==> config.mk <==
export PLATFORM = sky130hd
export DESIGN_NAME = hazard_ctrl
export DESIGN_NICKNAME = d
export VERILOG_FILES = /design/src/rtl/hazard_ctrl.sv
export SDC_FILE = /design/constraint.sdc
export NUM_CORES = 1
export LEC_CHECK = 0
export ABC_CLOCK_PERIOD_IN_PS = 4300
export BUFFER_PORTS_ARGS = -buffer_cell sky130_fd_sc_hd__buf_2
export CAP_MARGIN = 40
export CORE_MARGIN = 2
export CORE_UTILIZATION = 49
export DETAILED_ROUTE_END_ITERATION = 10
export GPL_ROUTABILITY_DRIVEN = 0
export PLACE_DENSITY = 0.9
export SKIP_LAST_GASP = 1
export SYNTH_ARGS = -nofsm -noshare
export SYNTH_HDL_FRONTEND = slang
export SYNTH_SLANG_ARGS = --single-unit
==> constraint.sdc <==
create_clock -name i_clk -period 4.3 [get_ports i_clk]
set_input_delay 0.43 -clock i_clk [delete_from_list [all_inputs] [get_ports i_clk]]
set_output_delay 0.43 -clock i_clk [all_outputs]
set_load 0.02 [all_outputs]
==> src/rtl/hazard_ctrl.sv <==
// hazard_ctrl: central stall/flush controller for the 5-stage RV32I pipeline.
// Resolves load-use hazards, taken branches/jumps and data-memory wait states.
// A memory wait that outlasts P_TIMEOUT consecutive busy cycles raises a trap.
// The trap holds until software acknowledges it.
// Optional build macro: HAZARD_PERF_CNT_EN adds saturating stall/flush counters.
module hazard_ctrl #(
  parameter int P_TIMEOUT = 16,
  parameter int P_CNT_W   = 8
) (
  input  logic       i_clk,
  input  logic       i_reset_n,
  input  logic [4:0] i_id_rs1,
  input  logic [4:0] i_id_rs2,
  input  logic       i_id_rs1_used,
  input  logic       i_id_rs2_used,
  input  logic [4:0] i_ex_rd,
  input  logic       i_ex_load,
  input  logic       i_ex_br_taken,
  input  logic       i_mem_req,
  input  logic       i_mem_ack,
  input  logic       i_trap_ack,
  output logic       o_pc_stall,
  output logic       o_if_id_stall,
  output logic       o_if_id_flush,
  output logic       o_id_ex_stall,
  output logic       o_id_ex_flush,
  output logic       o_ex_mem_stall,
  output logic       o_mem_wb_flush,
  output logic       o_trap
`ifdef HAZARD_PERF_CNT_EN
  ,
  output logic [31:0] o_stall_cycles,
  output logic [31:0] o_flush_events
`endif
);

  typedef enum logic [1:0] {
    S_RUN      = 2'd0,
    S_MEM_WAIT = 2'd1,
    S_TRAP     = 2'd2
  } state_t;

  // One bit per pipeline control line, so a whole decision moves as one value.
  typedef struct packed {
    logic pc_stall;
    logic if_id_stall;
    logic if_id_flush;
    logic id_ex_stall;
    logic id_ex_flush;
    logic ex_mem_stall;
    logic mem_wb_flush;
    logic trap;
  } ctrl_t;

  localparam logic [P_CNT_W-1:0] TIMEOUT_C = P_CNT_W'(P_TIMEOUT);
  localparam logic [P_CNT_W-1:0] CNT_ONE   = P_CNT_W'(1);

  state_t               state, state_nxt;
  logic [P_CNT_W-1:0]   cnt, cnt_nxt, cnt_inc;
  logic                 mem_busy, load_use, rs1_hit, rs2_hit;
  ctrl_t                ctrl, ctrl_o;

  // Hazard terms from the ID and EX stage operand fields.
  always_comb begin
    mem_busy = i_mem_req & ~i_mem_ack;
    rs1_hit  = i_id_rs1_used & (i_id_rs1 == i_ex_rd);
    rs2_hit  = i_id_rs2_used & (i_id_rs2 == i_ex_rd);
    // x0 is never really written, so a load to it creates no dependency.
    load_use = i_ex_load & (i_ex_rd != 5'd0) & (rs1_hit | rs2_hit);
    cnt_inc  = cnt + CNT_ONE;
  end

  // State and wait-counter register.
  always_ff @(posedge i_clk or negedge i_reset_n) begin
    if (!i_reset_n) begin
      state <= S_RUN;
      cnt   <= '0;
    end else begin
      state <= state_nxt;
      cnt   <= cnt_nxt;
    end
  end

  // Next state and pipeline controls; priority is trap > mem_busy > branch > load_use.
  always_comb begin
    state_nxt = state;
    cnt_nxt   = cnt;
    ctrl      = '0;
    case (state)
      S_TRAP: begin
        ctrl.pc_stall     = 1'b1;
        ctrl.if_id_stall  = 1'b1;
        ctrl.id_ex_stall  = 1'b1;
        ctrl.ex_mem_stall = 1'b1;
        ctrl.mem_wb_flush = 1'b1;
        ctrl.trap         = 1'b1;
        if (i_trap_ack) begin
          state_nxt = S_RUN;
          cnt_nxt   = '0;
        end
      end
      S_RUN, S_MEM_WAIT: begin
        if (mem_busy) begin
          // Freeze everything up to EX/MEM; bubble WB while the access is pending.
          // Branch and load-use wait here and are seen again once EX moves.
          ctrl.pc_stall     = 1'b1;
          ctrl.if_id_stall  = 1'b1;
          ctrl.id_ex_stall  = 1'b1;
          ctrl.ex_mem_stall = 1'b1;
          ctrl.mem_wb_flush = 1'b1;
          cnt_nxt           = cnt_inc;
          // cnt is 0 in S_RUN, so cnt_inc counts this busy cycle in either state.
          if (cnt_inc >= TIMEOUT_C) state_nxt = S_TRAP;
          else                      state_nxt = S_MEM_WAIT;
        end else begin
          // An ack, or a dropped request, ends the wait in this same cycle.
          state_nxt = S_RUN;
          cnt_nxt   = '0;
          if (i_ex_br_taken) begin
            // The redirect must load, so the PC keeps moving; kill the two younger slots.
            ctrl.if_id_flush = 1'b1;
            ctrl.id_ex_flush = 1'b1;
          end else if (load_use) begin
            // One bubble is enough: the load reaches MEM next cycle and forwards.
            ctrl.pc_stall    = 1'b1;
            ctrl.if_id_stall = 1'b1;
            ctrl.id_ex_flush = 1'b1;
          end
        end
      end
      default: begin
        state_nxt = S_RUN;
        cnt_nxt   = '0;
      end
    endcase
  end

  // Controls are forced quiet while reset is held, whatever the inputs show.
  always_comb begin
    ctrl_o = i_reset_n ? ctrl : '0;
  end

  assign o_pc_stall     = ctrl_o.pc_stall;
  assign o_if_id_stall  = ctrl_o.if_id_stall;
  assign o_if_id_flush  = ctrl_o.if_id_flush;
  assign o_id_ex_stall  = ctrl_o.id_ex_stall;
  assign o_id_ex_flush  = ctrl_o.id_ex_flush;
  assign o_ex_mem_stall = ctrl_o.ex_mem_stall;
  assign o_mem_wb_flush = ctrl_o.mem_wb_flush;
  assign o_trap         = ctrl_o.trap;

`ifdef HAZARD_PERF_CNT_EN
  logic [31:0] stall_cycles, flush_events;

  // Saturating counters: PC stall cycles and branch flush events.
  always_ff @(posedge i_clk or negedge i_reset_n) begin
    if (!i_reset_n) begin
      stall_cycles <= '0;
      flush_events <= '0;
    end else begin
      if (ctrl_o.pc_stall && (stall_cycles != '1))
        stall_cycles <= stall_cycles + 32'd1;
      if (ctrl_o.if_id_flush && (flush_events != '1))
        flush_events <= flush_events + 32'd1;
    end
  end

  assign o_stall_cycles = stall_cycles;
  assign o_flush_events = flush_events;
`endif

endmodule
Yosys cells after proc, flatten, opt, wreduce, memory -nomap -nowiden
Cells that the tools add are included.
{"block": "word_totals", "register_bits": 10, "latchBits": 0, "ramBits": 0, "rom_bits": 0, "in_bits": 24, "out_inout_bits": 8, "word_cells": 43, "memories": 0}
{"block": "op_classes", "addsub": 1, "n_mul": 0, "div": 0, "magnitude_cmp": 1, "eq_ne": 5, "shifts": 0, "n_mux": 24, "bitwise": 7, "reduce_logical": 3}
{"cell": "8-bit 2-to-1 mux", "n": 3}
{"cell": "8-bit case mux with 2 select lines", "n": 1}
{"cell": "2-bit 2-to-1 mux", "n": 7}
{"cell": "2-bit case mux with 2 select lines", "n": 3}
{"cell": "5-bit == test", "n": 2}
{"cell": "1-bit 2-to-1 mux", "n": 9}
{"cell": "8-bit by 1-bit adder with 8-bit output, second input constant", "n": 1}
{"cell": "8-bit by 5-bit greater-or-equal comparator with 1-bit output, second input constant", "n": 1}
{"cell": "1-bit AND", "n": 5}
{"cell": "5-bit nonzero test", "n": 1}
{"cell": "2-bit by 1-bit == test with 1-bit output, second input constant", "n": 1}
{"cell": "2-bit == test, second input constant", "n": 1}
{"cell": "2-bit logical NOT", "n": 1}
{"cell": "2-bit != test, second input constant", "n": 1}
{"cell": "1-bit case mux with 2 select lines", "n": 1}
{"cell": "2-bit OR reduction", "n": 1}
{"cell": "1-bit inverter", "n": 1}
{"cell": "1-bit OR", "n": 1}

Depth between registers and ports, before layout
Gate-level depths: netlist (run 1).
{"block": "depth", "word_depth": 9, "mapped_depth": 6, "ltp_nobuf": 5}

Worst setup path after synthesis (run 1)
No wires, ideal clock.
{"block": "synth_path", "path_type": "input port to output port", "from": "input i_mem_req", "to": "output o_pc_stall", "arrival_ns": 1.717, "required_ns": 3.870, "setup_slack_ns": 2.153, "cell_stages": 6, "n_path_buf": 2, "path_cell_list": "nor2b_1 and2b_1 clkbuf_1 o21a_1 o21bai_1 buf_4"}
{"block": "synth_between", "elab_chain_len": 4}
{"item": "from (decl)", "line": "19", "text": "input logic i_mem_req,"}
{"item": "1-bit AND", "line": "65", "text": "mem_busy = i_mem_req & ~i_mem_ack;"}
{"item": "2-bit 2-to-1 mux", "line": "103", "text": "if (mem_busy) begin"}
{"item": "2-bit case mux with 2 select lines", "line": "89", "text": "case (state)"}
{"item": "8-bit 2-to-1 mux", "line": "140", "text": "ctrl_o = i_reset_n ? ctrl : '0;"}
{"item": "to (decl)", "line": "22", "text": "output logic o_pc_stall,"}
No other way between the ends.

Worst setup path after layout (run 1)
{"block": "layout_path", "from": "input i_ex_rd[3]", "to": "output o_if_id_stall"}
{"block": "layout_between", "elab_chain_len": 9, "word_cells_on_any_way": 13, "cone_classes": "2 x eq/ne; 5 x mux; 5 x bitwise; 1 x reduce/logical"}
{"item": "from (decl)", "line": "16", "text": "input logic [4:0] i_ex_rd,"}
{"item": "5-bit == test (on tied branches)", "line": "66, 67"}
{"item": "1-bit AND (on tied branches)", "line": "66, 67"}
{"item": "1-bit OR", "line": "69", "text": "load_use = i_ex_load & (i_ex_rd != 5'd0) & (rs1_hit | rs2_hit);"}
{"item": "1-bit AND *", "line": "69"}
{"item": "2-bit 2-to-1 mux *", "line": "123", "text": "end else if (load_use) begin"}
{"item": "2-bit 2-to-1 mux *", "line": "119", "text": "if (i_ex_br_taken) begin"}
{"item": "2-bit 2-to-1 mux *", "line": "103"}
{"item": "2-bit case mux with 2 select lines *", "line": "89"}
{"item": "8-bit 2-to-1 mux *", "line": "140"}
{"item": "to (decl)", "line": "23", "text": "output logic o_if_id_stall,"}
Mark *: on every way between the ends. The rest lies on a longest branch, timed or not.

==> results of run 1 <==
[layer usage]
metal,vias up,wire length [µm]
met3,6,122
met5,-,0
li1,378,-
met4,0,43
met1,340,695
met2,38,880
[logic make-up after synthesis]
group	count (synthesis)	synth area share
AND/OR/NAND/NOR	31	0.245
AO/OA/AOI/OAI	27	0.219
XOR/XNOR	10	0.116
flip-flops	10	0.331
buffers and inverters	8	0.0563
adder cells (fa/ha/maj)	2	0.0331
[worst max-delay path by stage]
| stage | from | endpoint |
|---|---|---|
| 2_1_floorplan | i_mem_req | o_pc_stall |
| 3_3_place_gp | i_ex_rd[0] | o_if_id_stall |
| 3_5_place_dp | i_ex_rd[3] | o_if_id_stall |
| 4_1_cts | i_ex_rd[3] | o_if_id_stall |
| 5_1_grt | i_ex_rd[0] | o_pc_stall |
| 6_report | i_ex_rd[3] | o_if_id_stall |
[cell usage after synthesis (2+ instances only)]
| master | number | share of area |
|---|---|---|
| nand3_1 | 2 | 0.013 |
| nor2_1 | 2 | 0.0099 |
| o21ai_0 | 10 | 0.066 |
| ha_1 | 2 | 0.033 |
| a21oi_1 | 4 | 0.026 |
| o21bai_1 | 3 | 0.030 |
| nor2b_1 | 3 | 0.025 |
| xor2_1 | 8 | 0.093 |
| or3_1 | 2 | 0.017 |
| nand2_1 | 6 | 0.030 |
| a31oi_1 | 2 | 0.017 |
| dfrtp_1 | 10 | 0.33 |
| clkbuf_1 | 3 | 0.015 |
| buf_4 | 3 | 0.030 |
| xnor2_1 | 2 | 0.023 |
| and2_1 | 3 | 0.025 |
| nor4_1 | 2 | 0.017 |
| nand4_1 | 2 | 0.017 |
[power by group through the flow]
stage	sequential [mW]	combinational, mW	clock [mW]
global placement	0.0990	0.0391	0
finish	0.0976	0.0411	0.0826
global route	0.0978	0.0456	0.0899
CTS	0.0975	0.0415	0.0853
floorplan	0.0987	0.0219	0
detailed placement	0.0993	0.0411	0
[metrics by stage]
| stage | power (mW) | setup WS [ns] | util |
|---|---|---|---|
| after CTS | 0.224 | 2.25 | 0.631 |
| after global placement | 0.138 | 2.32 | 0.606 |
| final | 0.221 | 2.27 | 0.631 |
| after detailed placement | 0.140 | 2.25 | 0.606 |
| after global routing | 0.233 | 2.16 | 0.631 |
| after floorplan | 0.121 | 2.15 | - |
[flip-flops by register name, indices dropped and copies added, names as in the netlist]
name / cells
state: 2
cnt: 8
[cell type report]
| class | count | area share |
|---|---|---|
| Clock buffer | 4 | 0.0391 |
| Inverter | 1 | 0.00404 |
| Multi-Input combinational cell | 70 | 0.499 |
| Sequential cell | 10 | 0.270 |
| Tap cell | 16 | 0.0216 |
| Timing Repair Buffer | 31 | 0.167 |
[cells in the final DEF (no fill, tap or decap), drive strengths merged, types with 2 or more instances in the layout]
master	count
a21oi	4
a31oi	2
and2	4
buf	31
clkbuf	4
dfrtp	10
ha	2
nand2	6
nand3	2
nand4	2
nor2	2
nor2b	3
nor3b	2
nor4	2
o21ai	11
o21bai	3
or3	2
xnor2	2
xor2	8
==> out/results.ini, run 1 <==
[cts]
clockBufferDepth = 2
post_cts_resized = 0
clk_pin_slew_ns = 0.06
clockRootBuffer = clkbuf_4
cts_setup_buffers = 0
cts_tree = yes
holdBufCountCts = 0
numCtsBuffers = 3
clk_latency_ns = 0.26
numClockSinks = 10
cts_max_level = 1

[finish]
multi_input_area_um2 = 463
drive_above_1_share = 0.310
syn_to_final_growth_pct = 22.8
seqCellArea_um2 = 250
num_antenna_cells = 0
nFillCells = 134
design_area_um2 = 928
nets = 143
layoutNonFillerInstCount = 132

[sta]
max_freq_mhz = 492
post-route-min-period_ns = 2.03
fin_skew_ns = 0.00261
maxSlewHeadroom = 0.622
hold_slack_ns = 0.0382
slew_violations = 0
finalCritPeriodShare = 0.473
tns_ns = 0
tightest_slew_ns = 0.564
hold_violations = 0
rsz0062_at_grt = false
setup_viol = 0

[critical_path]
r2r-start = cnt[0]
cp_num_buf_inv = 2
crit_arrival_ns = 1.60
start_kind = input port
crit_type = input port to output port
crit_top_cell = buf_2
cp_data_required_time_ns = 3.87
cpPeakStageDelay_ns = 0.33
rr_worst_depth = 5
crit_slowest_cell = nor4_1
path_depth = 6
r2r_end = state[0]
cp-end-kind = output port
crit_family = compound AO/OA/AOI/OAI gates
crit_fanout = 3
reg2reg_slack_ns = 2.80
crit_chain = buf_2 > xor2_1 > nor4_1 > a32oi_1 > o21bai_1 > buf_2

[global_route]
grt-ovfl-total = 0
grt_max_degree = 15
gr-usage-met1 = 0.226
grt_util_met2 = 0.385
antenna_found_initial = 0
grt.busiest_layer = met2
grt_pass1_vias = 708
grt_first_pass_wirelength_mm = 2.90
grtUsageMet3 = 0.0298
grt_usage = 0.209

[floorplanning]
rows = 14
die_h_um = 43.3
boundaryPins = 32
initial_core_util = 0.514
core-area_um2 = 1470
dieArea_um2 = 1870
die_w_um = 43.3

[power_and_ir_drop]
switchingPower_mw = 0.0557
p_int_mw = 0.166
pwr-share-seq = 0.441
p_leak_nw = 0.449
ir_worst_vdd_v = 0.000221
p_per_area_nw_per_um2 = 238
clkPwrFrac = 0.373
netSwitchingFraction = 0.252
comb_power_share = 0.186

[placement]
dp_hpwl_mm = 1.37
dp.cells = 128
io_buffers = 31
dpl_cell_area_um2 = 892

[routing]
drc = 0
wl_mm = 1.74
routed_via_density = 5.77
ant_nets = 0
vias = 762
avgRoutedWirePerCell_um = 13.2
dr.first_iter.drc_count = 17
first_pass_iters = 4

[synth]
yosys_warnings = 0
async_flop_share = 1.00
synth_seq_cells = 10
ys_types = 37
netlist_area_um2 = 756
syn_avg_cell_area_um2 = 8.59
synth_edf_count = 0
synthFlopType = dfrtp_1
seq_area_frac_synth = 0.331
netlist_instances = 88
syn_nets = 114

[run_status]
status = completed

[run]
drv_cap = 0

[min_path]
holdCritPathClass = input port to asynchronous set/reset pin

(Power assumes the default switching activity.)
==> inputs of run 2 (changes only) <==
Settings changed: ABC_CLOCK_PERIOD_IN_PS 4300 to 1900, CORE_UTILIZATION 49 to 46, PLACE_DENSITY 0.9 to 0.85.
Clock period 4.3 ns to 1.9 ns, I/O delays scaled along.
==> run 2 against run 1 <==
Against the previous run:
- die area up 5.9%
- sequential share of layout area shrank 0.11 points
- largest cell class unchanged
- global-route usage is 2.3 points lower
- setup slack got worse by 2.1 ns
- combinational power grew 130%
- critical path type is now flip-flop to output port
- final cell count increased by 0.76%
==> out/results.ini, run 2 (synthesis gave the netlist of run 1 again) <==
[run_status]
status = completed

[floorplanning]
die_h_um = 44.5  ; +2.9%
boundaryPins = 32  ; unchanged
die_w_um = 44.5  ; +2.9%
initial_core_util = 0.496  ; -0.0177
rows = 14  ; unchanged
core-area_um2 = 1520  ; +3.6%
dieArea_um2 = 1980  ; +5.9%

[sta]
maxSlewHeadroom = 0.688  ; +0.0657
setup_viol = 0  ; unchanged
hold_violations = 0  ; unchanged
finalCritPeriodShare = 0.938
tightest_slew_ns = 0.466  ; -0.0977 ns
max_freq_mhz = 561
hold_slack_ns = 0.383  ; +0.345 ns
tns_ns = 0  ; unchanged
rsz0062_at_grt = false
fin_skew_ns = 0.00242  ; -0.000188 ns
post-route-min-period_ns = 1.78
slew_violations = 0  ; unchanged

[global_route]
antenna_found_initial = 0  ; unchanged
grt_pass1_vias = 675  ; -4.7%
grt-ovfl-total = 0  ; unchanged
grt_first_pass_wirelength_mm = 2.73  ; -5.9%
grt_max_degree = 11  ; -4
grt_usage = 0.186  ; -0.0233

[routing]
ant_nets = 0  ; unchanged
dr.first_iter.drc_count = 16  ; -1
met3_length_um = 113  ; -7.4%
drc = 0  ; unchanged
first_pass_iters = 4  ; unchanged
wl_mm = 1.65  ; -5.0%
dr_wl_met2_um = 755  ; -14%
routed_via_density = 5.74  ; -0.49%
vias = 764  ; +0.26%
avgRoutedWirePerCell_um = 12.4  ; -5.7%
wl_met1_um = 760  ; +9.4%
dr.max_layer_used = met4

[finish]
regMostFlops = cnt
num_antenna_cells = 0  ; unchanged
nets = 145  ; +1.4%
syn_to_final_growth_pct = 23.3
drive_above_1_share = 0.308  ; -0.00265
largestRegisters = cnt (8), state (2)
largest_register_ffs = 8  ; unchanged
most-common-layout-cells = buf_2, o21ai_0, dfrtp_1, xor2_1, nand2_1
final_common_cell = buf_2

[critical_path]
crit_family = flip-flops
crit_type = flip-flop to output port
cp-end-kind = output port
crit_chain = and2b_1 > o21a_1 > o21bai_1 > buf_2
cp_data_required_time_ns = 1.71  ; -2.16 ns
crit_arrival_ns = 1.59  ; about the same
cp_num_buf_inv = 1  ; -1
cpPeakStageDelay_ns = 0.41  ; +0.08 ns
start_kind = flip-flop
crit_slowest_cell = dfrtp_1
crit_fanout = 8  ; +5
reg2reg_slack_ns = 0.42  ; -2.38 ns

[cts]
cts_tree = yes
numClockSinks = 10  ; unchanged
holdBufCountCts = 1  ; +1
clk_pin_slew_ns = 0.06  ; about the same
clockBufferDepth = 2  ; unchanged
cts_max_level = 1  ; unchanged
clockRootBuffer = clkbuf_4
numCtsBuffers = 3  ; unchanged
cts_setup_buffers = 0  ; unchanged
post_cts_resized = 0  ; unchanged
clk_latency_ns = 0.26  ; about the same

[run]
drv_cap = 0  ; unchanged

[power_and_ir_drop]
p_per_area_nw_per_um2 = 489  ; +110%
p_leak_nw = 0.452  ; +0.54%
ir_worst_vdd_v = 0.000416  ; +88%

[placement]
io_buffers = 31  ; unchanged
dp_hpwl_mm = 1.27  ; -7.1%

[min_path]
holdCritPathClass = input port to flip-flop

## run 2: path summary, 6_finish.rpt
kind | from | endpoint | cells after the start
hold / removal | i_trap_ack | cnt[3] | 5
setup reg to reg | cnt[0] | state[0] | 5
setup / recovery | state[1] | o_if_id_stall | 4
max in group asynchronous | i_reset_n | cnt[2] | 2
min in group asynchronous | i_reset_n | state[1] | 2
hold reg to reg | cnt[6] | cnt[6] | 1
## run 2: per-layer routing
layer | up-vias | GRT usage
met3 | 2 | 0.0408
met2 | 29 | 0.333
li1 | 378 | -
met1 | 355 | 0.209
met4 | 0 | 0.0788
met5 | - | 0
## run 2: tightest hold or removal path, cell delays in order
cell and delay, ns:
buf_2 0.09, nor3b_2 0.04, buf_4 0.16, nand2_1 0.06, o21ai_0 0.07
## run 2: through the flow
| step | cells | setup slack [ns] | util | instance area (µm²) | power, mW |
|---|---|---|---|---|---|
| after detailed placement | 129 | 0.378 | 0.590 | 900 | 0.316 |
| after CTS | 133 | 0.0996 | 0.612 | 932 | 0.465 |
| after global routing | 133 | 0.0112 | 0.612 | 932 | 0.481 |
| final | 133 | 0.118 | 0.612 | 932 | 0.456 |
| after floorplan | 88 | 0.103 | - | 756 | 0.273 |
| after global placement | 129 | 0.404 | 0.590 | 900 | 0.313 |
## run 2: power breakdown
| group | switching [mW] | internal, mW |
|---|---|---|
| Clock | 0.0693 | 0.0731 |
| Sequential | 0.00446 | 0.216 |
| Combinational | 0.0494 | 0.0439 |
## run 2: layout make-up
type                    count  area [µm²]
multi-input cells          70         463
inverters                   1        3.75
well taps                  16        20.0
clock buffers               3        22.5
flip-flops and latches     10         250
fillers                   132         592
repair buffers             33         173
==> inputs of run 3 (changes only) <==
Settings changed: ABC_AREA from default to 1, CORE_UTILIZATION 46 to 48, PLACE_DENSITY 0.85 to 0.86.
==> run 3 against run 2 <==
Against the previous run:
- clock skew hardly changed
- design area is 10% higher
- highest routed layer unchanged
- fmax is 14% higher
==> out/results.ini, run 3 <==
[run_status]
status = completed

[routing]
first_pass_iters = 4  ; unchanged
routed_via_density = 4.99  ; -13%
vias = 894  ; +17%
wl_mm = 1.81  ; +9.1%
dr.first_iter.drc_count = 10  ; -6
ant_nets = 0  ; unchanged
avgRoutedWirePerCell_um = 10.1  ; -19%
drc = 0  ; unchanged

[finish]
final_common_cell = nand2_1
most-common-layout-cells = nand2_1, buf_2, inv_1, nor2_1, dfrtp_1
regMostFlops = cnt
nets = 190  ; +31%
drive_above_1_share = 0.302  ; -0.00522
syn_to_final_growth_pct = 21.0
design_area_um2 = 1030  ; +10%
num_antenna_cells = 0  ; unchanged
largest_register_ffs = 8  ; unchanged
largestRegisters = cnt (8), state (2)
nFillCells = 156  ; +18%

[global_route]
grt-ovfl-total = 0  ; unchanged
grt_first_pass_wirelength_mm = 2.98  ; +9.1%
antenna_found_initial = 0  ; unchanged
grt_usage = 0.188  ; +0.00193
grt_pass1_vias = 817  ; +21%
grt_max_degree = 12  ; +1

[synth]
muxShareOfSynthArea = 0  ; unchanged
yosysTopAreaCell = dfrtp_1
synth_fa_ha_area_frac = 0.0294  ; -0.00370
synth_edf_count = 0  ; unchanged
yosys_warnings = 0  ; unchanged
synth-simple-area-share = 0.379  ; +0.134
synth.top_cells.by_count = nand2_1, inv_1, nor2_1
async_flop_share = 1.00  ; unchanged
synth_top_family_by_area = simple AND/OR/NAND/NOR gates
netlist_area_um2 = 851  ; +13%
yosysMostFrequentCell = nand2_1
synth-compound-area-share = 0.131  ; -0.0877
synth_seq_cells = 10  ; unchanged
synthFlopType = dfrtp_1
netlist_instances = 131  ; +49%
ys_types = 24  ; -35%
synth.top_cells.by_area = dfrtp_1, nand2_1, inv_1, nor2_1, nand3_1
synth_top_area_share = 0.294  ; -0.0370
seq_area_frac_synth = 0.294  ; -0.0370
synth_xor_xnor_area_share = 0.0206  ; -0.0953
syn_avg_cell_area_um2 = 6.49  ; -24%
syn_nets = 157  ; +38%

[power_and_ir_drop]
p_leak_nw = 0.611  ; +35%
p_per_area_nw_per_um2 = 446  ; -8.9%
ir_worst_vdd_v = 0.000187  ; -55%

[floorplanning]
initial_core_util = 0.504  ; +0.00781
die_h_um = 46.1  ; +3.5%
die_w_um = 46.1  ; +3.5%
rows = 15  ; +1
dieArea_um2 = 2130  ; +7.2%
boundaryPins = 32  ; unchanged
core-area_um2 = 1690  ; +11%

[critical_path]
cp_data_required_time_ns = 1.71  ; about the same
reg2reg_slack_ns = 0.54  ; +0.12 ns
r2r_end = state[1]
start_kind = flip-flop
crit_fanout = 6  ; -2
rr_worst_depth = 8  ; +3
cp-end-kind = output port
crit_type = flip-flop to output port
crit_arrival_ns = 1.37  ; -0.22 ns
r2r-start = cnt[1]

[min_path]
min_path_cells = 4  ; -1
hold_start = i_mem_ack
holdCritPathClass = input port to flip-flop
min_to = cnt[0]

[cts]
cts_max_level = 1  ; unchanged
clk_pin_slew_ns = 0.06  ; about the same
post_cts_resized = 0  ; unchanged
cts_setup_buffers = 0  ; unchanged
clockBufferDepth = 2  ; unchanged
cts_tree = yes
numCtsBuffers = 3  ; unchanged
numClockSinks = 10  ; unchanged
clockRootBuffer = clkbuf_4
clk_latency_ns = 0.26  ; about the same

[sta]
finalCritPeriodShare = 0.822  ; -0.116
maxSlewHeadroom = 0.693  ; +0.00480
tns_ns = 0  ; unchanged
fin_skew_ns = 0.00194  ; -0.000489 ns
fin_ws_ns = 0.338  ; +0.221 ns
setup_viol = 0  ; unchanged
post-route-min-period_ns = 1.56  ; -0.221 ns
max_freq_mhz = 640  ; +14%
hold_violations = 0  ; unchanged
rsz0062_at_grt = false
tightest_slew_ns = 0.459  ; -0.00717 ns
slew_violations = 0  ; unchanged

[placement]
dpl_cell_area_um2 = 997  ; +11%
dp_hpwl_mm = 1.47  ; +16%
place_ws_ns = 0.519  ; +0.141 ns
io_buffers = 31  ; unchanged

[run]
drv_cap = 0  ; unchanged

[run 3: worst max-delay path, stage by stage (launching register included)]
cell,delay [ns]
dfrtp_1,0.40
inv_2,0.11
o21ai_0,0.12
nor2_1,0.17
nand3_1,0.10
nand2_1,0.06
buf_2,0.15
[run 3: cell type report]
type / count / area, µm² / area share
inverters: 25 / 93.8 / 0.0911
multi-input cells: 92 / 477 / 0.463
repair buffers: 32 / 165 / 0.160
flip-flops and latches: 10 / 250 / 0.243
clock buffers: 3 / 22.5 / 0.0219
well taps: 17 / 21.3 / 0.0207
[run 3: routing by layer]
layer,vias up,GRT usage,wire (µm)
met1,400,0.205,740
met3,2,0.0235,64
met5,-,0,0
met2,23,0.369,986
li1,469,-,-
met4,0,0.0514,13
[run 3: worst max-delay path by stage]
stage                         start             to  cells after the start
after global routing       state[1]  o_id_ex_flush                      6
final                      state[1]  o_id_ex_flush                      6
after detailed placement  i_reset_n  o_if_id_stall                      8
after CTS                  state[1]  o_id_ex_flush                      6
after global placement       cnt[1]       state[1]                      8
after floorplan            state[1]     o_pc_stall                      6
[run 3: report_power, final]
group | switching [mW] | internal (mW) | total [mW]
Combinational | 0.0575 | 0.0421 | 0.0997
Sequential | 0.00326 | 0.216 | 0.219
Clock | 0.0675 | 0.0730 | 0.140
[run 3: cells by family (layout without fill, tap and decap cells)]
logic type,Yosys count,count (layout)
simple gates,70,70
xor+xnor,2,2
compound gates,18,18
fa+ha+maj,2,2
flops,10,10
buf+inv,29,60
[run 3: per-stage QoR]
| stage | hold slack (ns) | util | power, mW | cells |
|---|---|---|---|---|
| floorplan | -0.106 | - | 0.279 | 131 |
| global placement | 0.0566 | 0.590 | 0.318 | 175 |
| detailed placement | 0.0643 | 0.590 | 0.322 | 175 |
| CTS | 0.242 | 0.610 | 0.462 | 179 |
| global route | 0.258 | 0.610 | 0.484 | 179 |
| finish | 0.244 | 0.610 | 0.459 | 179 |
[run 3: what timing repair did]
item                                   4_1_cts  5_1_grt
setup endpoints to repair                    0        0
endpoints found under the hold margin       10        0
hold buffers                                 1        0
